$ cat src/rtl/otter_intr_ctrl.sv
// rtl/otter_intr_ctrl.sv - multi-source interrupt controller for the OTTER MCU
//
// Purpose: synchronizes N_SRC asynchronous interrupt lines and latches each
// rising edge as pending. It masks the pending bits per source and with a
// global enable, and drives the CU FSM INTR input through a one-in-service
// handshake.
//
// Ports:
//   clk        system clock, rising edge
//   RST_N      asynchronous active-low reset
//   src        raw asynchronous interrupt lines (edge-triggered, active high)
//   int_taken  CU FSM pulse: interrupt accepted
//   mret_exec  CU FSM pulse: MRET executed
//   cfg_we     register write strobe
//   cfg_addr   0 ENABLE, 1 PENDING (W1C), 2 CAUSE (RO), 3 CTRL (bit0 GIE)
//   cfg_wdata  register write data
//   cfg_rdata  combinational read data, unused high bits read 0
//   INTR       interrupt request to the CU FSM (a state bit)
//   in_service high while an interrupt is being serviced
module otter_intr_ctrl #(
  parameter int N_SRC = 8
) (
  input  logic             clk,
  input  logic             RST_N,
  input  logic [N_SRC-1:0] src,
  input  logic             int_taken,
  input  logic             mret_exec,
  input  logic             cfg_we,
  input  logic [1:0]       cfg_addr,
  input  logic [31:0]      cfg_wdata,
  output logic [31:0]      cfg_rdata,
  output logic             INTR,
  output logic             in_service
);

  // The encoding puts INTR and in_service directly on state bits. This keeps
  // every input off the combinational path to INTR.
  typedef enum logic [1:0] {
    IDLE    = 2'b00,
    REQ     = 2'b01,
    SERVICE = 2'b10
  } state_t;

  state_t state, state_nxt;

  logic [N_SRC-1:0] s1, s2, s3;
  logic [N_SRC-1:0] pending, pending_nxt;
  logic [N_SRC-1:0] enable;
  logic             gie;
  logic [31:0]      cause;

  logic [N_SRC-1:0] rise;
  logic [N_SRC-1:0] active;
  logic [N_SRC-1:0] grant;
  logic [4:0]       sel;
  logic             req;
  logic             take;
  logic             capture;
  logic             wdata_unused;

  assign rise    = s2 & ~s3;
  assign active  = pending & enable;
  assign req     = gie & (|active);
  assign take    = (state == REQ) && int_taken;
  assign capture = take && req;

  assign wdata_unused = ^cfg_wdata[31:N_SRC];

  // Lowest active index wins. The loop scans downward so the last hit is the
  // lowest index. The grant is one-hot so the capture clear needs no variable
  // bit select.
  always_comb begin
    sel   = '0;
    grant = '0;
    for (int i = N_SRC - 1; i >= 0; i--) begin
      if (active[i]) begin
        sel      = 5'(i);
        grant    = '0;
        grant[i] = 1'b1;
      end
    end
  end

  // Clears are applied first and the new rise is ORed in last, so a set
  // always beats a coincident W1C or capture clear.
  always_comb begin
    pending_nxt = pending;
    if (cfg_we && cfg_addr == 2'd1) begin
      pending_nxt = pending_nxt & ~cfg_wdata[N_SRC-1:0];
    end
    if (capture) begin
      pending_nxt = pending_nxt & ~grant;
    end
    pending_nxt = pending_nxt | rise;
  end

  always_ff @(posedge clk or negedge RST_N) begin
    if (!RST_N) begin
      s1      <= '0;
      s2      <= '0;
      s3      <= '0;
      pending <= '0;
      enable  <= '0;
      gie     <= 1'b0;
      cause   <= '0;
    end else begin
      s1      <= src;
      s2      <= s1;
      s3      <= s2;
      pending <= pending_nxt;
      if (cfg_we && cfg_addr == 2'd0) begin
        enable <= cfg_wdata[N_SRC-1:0];
      end
      if (cfg_we && cfg_addr == 2'd3) begin
        gie <= cfg_wdata[0];
      end
      // A spurious take (request withdrawn while in REQ) records CAUSE as 0.
      if (take) begin
        cause <= capture ? {1'b1, 26'd0, sel} : 32'd0;
      end
    end
  end

  always_ff @(posedge clk or negedge RST_N) begin
    if (!RST_N) begin
      state <= IDLE;
    end else begin
      state <= state_nxt;
    end
  end

  // REQ has no exit other than int_taken. The CU FSM may already have
  // committed to the trap, so the request cannot be withdrawn.
  always_comb begin
    state_nxt = state;
    case (state)
      IDLE:    if (req)       state_nxt = REQ;
      REQ:     if (int_taken) state_nxt = SERVICE;
      SERVICE: if (mret_exec) state_nxt = IDLE;
      default:                state_nxt = IDLE;
    endcase
  end

  assign INTR       = state[0];
  assign in_service = state[1];

  always_comb begin
    cfg_rdata = '0;
    case (cfg_addr)
      2'd0:    cfg_rdata[N_SRC-1:0] = enable;
      2'd1:    cfg_rdata[N_SRC-1:0] = pending;
      2'd2:    cfg_rdata            = cause;
      default: cfg_rdata[0]         = gie;
    endcase
  end

endmodule

$ cat config.mk
export PLATFORM = sky130hd
export DESIGN_NAME = otter_intr_ctrl
export DESIGN_NICKNAME = d
export VERILOG_FILES = /design/src/rtl/otter_intr_ctrl.sv
export SDC_FILE = /design/constraint.sdc
export NUM_CORES = 1
export LEC_CHECK = 0
export CORE_ASPECT_RATIO = 0.75
export CORE_UTILIZATION = 55
export DETAILED_ROUTE_END_ITERATION = 10
export DONT_BUFFER_PORTS = 1
export PLACE_DENSITY = 0.77
export SYNTH_ARGS = -nofsm -noshare
export SYNTH_HDL_FRONTEND = slang
export SYNTH_SLANG_ARGS = --single-unit
$ cat constraint.sdc
create_clock -name clk -period 2.1 [get_ports clk]
set_input_delay 0.21 -clock clk [delete_from_list [all_inputs] [get_ports clk]]
set_output_delay 0.21 -clock clk [all_outputs]
set_load 0.01 [all_outputs]
==> metrics.txt, run 1 <==
final worst-path cycle share 84.63%; DRC errors left 0; Initial Utilization 59.75%; maxcap violations 0; actual slew at the worst max-slew pin 759.2 ps; cell count after synthesis 172; Post-synth EDFFs 0; clock transition at the registers of the reported paths 80 ps; DRT Pass-1 Iters 4; Resize count post-CTS 0; RSZ-0062 raised after global routing false; synthesized area 2032 um^2; Vias/cell 5.411; Main synth FF type dfrtp_1; Pwr Density 945.6 nW/um^2; outcome complete, no violations; cts bufs inserted 5; Ports 81; DIE AREA 3944 um^2; CP Max Fanout 6; Area Growth Syn to Fin 8.744%; Final Core Density 64.97%; Leak 0.9899 nW; top post-synthesis cells by count dfrtp_1 (47), buf_4 (23), nand2_1 (21); Required @ worst endpoint 2280 ps; post-synth cell types 32; Power Total 2.089 mW; Post-DRT Antenna Nets 0; CTS tree built; hold buffer count at CTS 10; CP endpoint kind register; ratio of cells with drive above 1 in the final layout 11.83%; largest cells by area after synthesis dfrtp_1 (58%), buf_4 (8.5%), mux2_2 (5.5%); final wirelength 3501 um; HPWL after DPL 2464 um; Seq cells post-synth 47; root buf cell clkbuf_8; Fin Hold WS 35.86 ps; count leader, synth dfrtp_1; top-area cell type share of the netlist area 57.88%; GRT Util Overall 20.56%; via count 1,277; CP Class register to register; Seq/Total Area, Yosys 57.88%; Synth area leader dfrtp_1; DR iter-0 viols 95; FP Rows 18; VDD IR max 563.3 uV; final worst slack 322.7 ps; Hold Violations, Final 0; Core ar. 3401 um^2; I/O Buffers 0; level count of the clock H-tree 2; number of setup violations in the final report 0; upper clock frequency limit 562.7 MHz; critical path launch point type register; largest net degree at the start of global routing 48; mean area per synthesized cell 11.81 um^2; total global routing overflow 0; WL per Instance 14.83 um; Placer Congestion 0.8640; initial antenna violation count 0; pre-CTS WS 354.2 ps; Final #Nets 232; CTS Sinks 47; diode count 0; setup bufs post-CTS 0; Sum Neg Setup Slack 0 ps; Clock Skew 5.219 ps; number of global-route vias before repair 1,184; Final Slew Violations 0; worst path arrival time 1960 ps; Die Y-Extent 54.64 um; Hold Crit Class input pin to register; Async S/R FF share, synth 100.0%; crit path time final 1777 ps; Skew-Pair Late Insertion Delay 300 ps; first-pass GRT wire length 5685 um; Synth warnings 0; worst rel slew slack 49.17%; CTS Buffer Depth 2; chip width 72.19 um
==> placed cells by master, fill, tap and decap left out, types with 2 or more instances in the layout <==
cell type / n
nand2_1: 21
conb_1: 23
inv_1: 9
and3b_1: 2
a22oi_1: 2
nor2_1: 6
nand3_1: 5
nand4_1: 3
o21ai_0: 8
dfrtp_1: 47
and2_1: 3
mux2i_1: 7
clkbuf_8: 7
dlygate4sd3_1: 9
mux2_2: 10
a32o_1: 8
==> report_power, final <==
group	switching, mW	total [mW]	internal, mW
clock network	0.272	0.572	0.300
registers	0.125	1.16	1.03
logic	0.193	0.362	0.169
==> final timing paths <==
check,from,end,slack (ps),cells past startpoint
min in group asynchronous,RST_N,s1[0],420,2
worst min register to register,s1[5],s2[5],350,0
worst max-delay path,enable[2],pending[7],320,4
worst max register to register,enable[2],pending[7],320,4
max in group asynchronous,RST_N,pending[7],1480,2
worst min-delay path,mret_exec,state[1],40,1
==> final cells by class <==
| cell class | count | area (um^2) |
|---|---|---|
| Fill cell | 269 | 1191 |
| Sequential cell | 47 | 1176 |
| Multi-Input combinational cell | 112 | 719.4 |
| Timing Repair Buffer | 10 | 117.6 |
| Clock buffer | 8 | 100.1 |
| Tap cell | 50 | 62.56 |
| Inverter | 9 | 33.78 |
==> through the flow <==
stage / area, um^2 / cells
finish: 2210 / 236
global route: 2210 / 236
CTS: 2210 / 236
detailed placement: 1992 / 218
global placement: 1992 / 218
floorplan: 2115 / 194
==> cells by family (layout without fill, tap and decap cells) <==
| kind of cell | Yosys count | count (layout) | share of synthesized area, % |
|---|---|---|---|
| AOI/OAI and AO/OA | 24 | 24 | 9.298 |
| buffers and inverters | 35 | 27 | 10.78 |
| DFF | 47 | 47 | 57.88 |
| muxes | 18 | 18 | 10.10 |
| other | 1 | 23 | 0.1846 |
| and+or+nand+nor | 47 | 47 | 11.76 |
==> state kept, by name (all words and copies together) (netlist names) <==
signal / flops
s1: 8
s3: 8
s2: 8
pending: 8
enable: 8
cause: 4
state: 2
gie: 1
==> worst max-delay path, cell delays in order, from the launching register on <==
cell,delay [ps]
dfrtp_1,450
a222oi_1,520
and4_4,340
nand4_1,100
a32o_1,260
==> routing by layer <==
layer	GRT usage, %	up-vias	share of wire (%)
li1	-	576	-
met1	25.18	638	43
met2	32.71	61	47
met3	9.576	2	10
met4	6.863	0	0.60
met5	0	-	0
No activity file was read; power rests on OpenSTA's default activity.
==> run 2: changes to the inputs <==
Clock period 2.1 ns to 1.7 ns, I/O delays scaled along.
==> metrics.txt, run 2 (synthesis gave the netlist of run 1 again) <==
CP Max Fanout 5 (-1); Multi-input gate area 719.4 um^2 (unchanged); DRC errors left 0 (unchanged); Ports 81 (unchanged); number of global-route vias before repair 1,287 (+8.7%); worst path arrival time 1790 ps (-170 ps); Fin Hold WS 12.10 ps (-23.76 ps); VDD IR max 706.3 uV (+25%); number of setup violations in the final report 0 (unchanged); reg2reg start pending[1]; Skew-Pair Late Insertion Delay 300 ps (about the same); maxcap violations 0 (unchanged); RSZ-0062 raised after global routing true; Required @ worst endpoint 1890 ps (-390 ps); critical path launch point type register; leading cell type in the layout, fill and taps excluded dfrtp_1; outcome complete, no violations; crit path from pending[1]; commonest non-fill, non-tap cells in the layout dfrtp_1 (47), conb_1 (23), nand2_1 (21); Clock Skew 6.505 ps (+1.286 ps); HPWL after DPL 2616 um (+6.2%); Core ar. 3401 um^2 (unchanged); final worst-path cycle share 94.01% (+9.4 points); DIE AREA 3944 um^2 (unchanged); total global routing overflow 0 (unchanged); Die Y-Extent 54.64 um (unchanged); FP Rows 18 (unchanged); CTS Buffer Depth 2 (unchanged); I/O Buffers 0 (unchanged); Resize count post-CTS 0 (unchanged); via count 1,318 (+3.2%); CP endpoint kind register; DR iter-0 viols 146 (+54%); cts bufs inserted 5 (unchanged); diode count 0 (unchanged); upper clock frequency limit 625.7 MHz (+11%); DRT Pass-1 Iters 5 (+1); Reg2Reg Setup Slack 100 ps (-220 ps); Seq. cell area 1176 um^2 (unchanged); Hold Violations, Final 0 (unchanged); setup bufs post-CTS 0 (unchanged); Hold Crit Class input pin to register; Placer Congestion 0.8485 (-1.8%); Layout fillers 261 (-3.0%); Final Slew Violations 0 (unchanged); WL per Instance 15.50 um (+4.5%); Leak 1.027 nW (+3.7%); Pwr Density 1190 nW/um^2 (+26%); largest net degree at the start of global routing 48 (unchanged); first-pass GRT wire length 6327 um (+11%); chip width 72.19 um (unchanged); CP Class register to register; Final Core Density 67.00% (+2.0 points); level count of the clock H-tree 2 (unchanged); Vias/cell 5.424 (+0.24%); Final #Nets 240 (+3.4%); CTS Sinks 47 (unchanged); CTS tree built; root buf cell clkbuf_8; Post-DRT Antenna Nets 0 (unchanged); min-delay src cfg_wdata[0]; Initial Utilization 59.75% (unchanged); ratio of cells with drive above 1 in the final layout 15.03% (+3.2 points); crit path time final 1598 ps (-179.1 ps); final wirelength 3766 um (+7.6%); Area Growth Syn to Fin 12.13%; initial antenna violation count 0 (unchanged); clock transition at the registers of the reported paths 80 ps (about the same); GRT Util Overall 22.76% (+2.2 points)
-- run 2: cell count changes in the layout (fill, tap and decap cells not counted), sizes merged --
cell,before,now
dlygate4sd3,9,10
buf,1,8
bufinv,0,1
clkinvlp,0,1
clkbuf,8,5
-- run 2: where the power goes --
group / switching [mW] / internal [mW] / total (mW) / leakage (nW)
Combinational: 0.268 / 0.248 / 0.517 / 0.433
Sequential: 0.139 / 1.27 / 1.41 / 0.544
Clock: 0.354 / 0.429 / 0.783 / 0.0502
Total: 0.761 / 1.95 / 2.71 / 1.03
-- run 2: path summary, 6_finish.rpt --
kind | endpoint | depth (start not counted)
setup / recovery | pending[7] | 4
hold / removal | gie | 1
setup reg to reg | pending[7] | 4
hold reg to reg | s2[7] | 0
max in group asynchronous | enable[4] | 2
min in group asynchronous | state[1] | 2
-- run 2: metal layers --
metal,vias to the layer above,GRT usage [%],share of wire (%)
li1,598,-,-
met5,-,0,0
met3,8,7.551,9.8
met1,648,27.40,42
met4,0,14.38,2.0
met2,64,36.14,46
-- run 2: repair_timing --
item	4_1_cts	5_1_grt
hold buffers	11	0
endpoints found under the hold margin	56	0
endpoints found under the setup margin	0	1
-- run 2: through the flow --
stage	setup WS (ps)	instances	setup TNS (ps)	instance area, um^2	power (mW)
5_1_grt	-17.36	243	-17.36	2278	2.854
3_5_place_dp	120.4	225	0	2044	1.892
6_report	101.8	243	0	2278	2.711
2_1_floorplan	161.4	194	0	2115	1.785
4_1_cts	100.2	243	0	2278	2.725
3_3_place_gp	122.0	225	0	2044	1.857
-- run 2: final cells by class --
class | count | share of cell area (%)
multi-input combinational | 112 | 31.58
timing repair buffer | 18 | 7.908
sequential | 47 | 51.62
inverter | 9 | 1.483
tap | 50 | 2.746
clock buffer | 5 | 3.020
clock inverter | 2 | 1.647
-- run 2: worst max-delay path, stage by stage (launching register included) --
cell	delay, ps
dfrtp_1	390
a222oi_1	420
and4_4	320
nand4_1	100
a32o_1	260
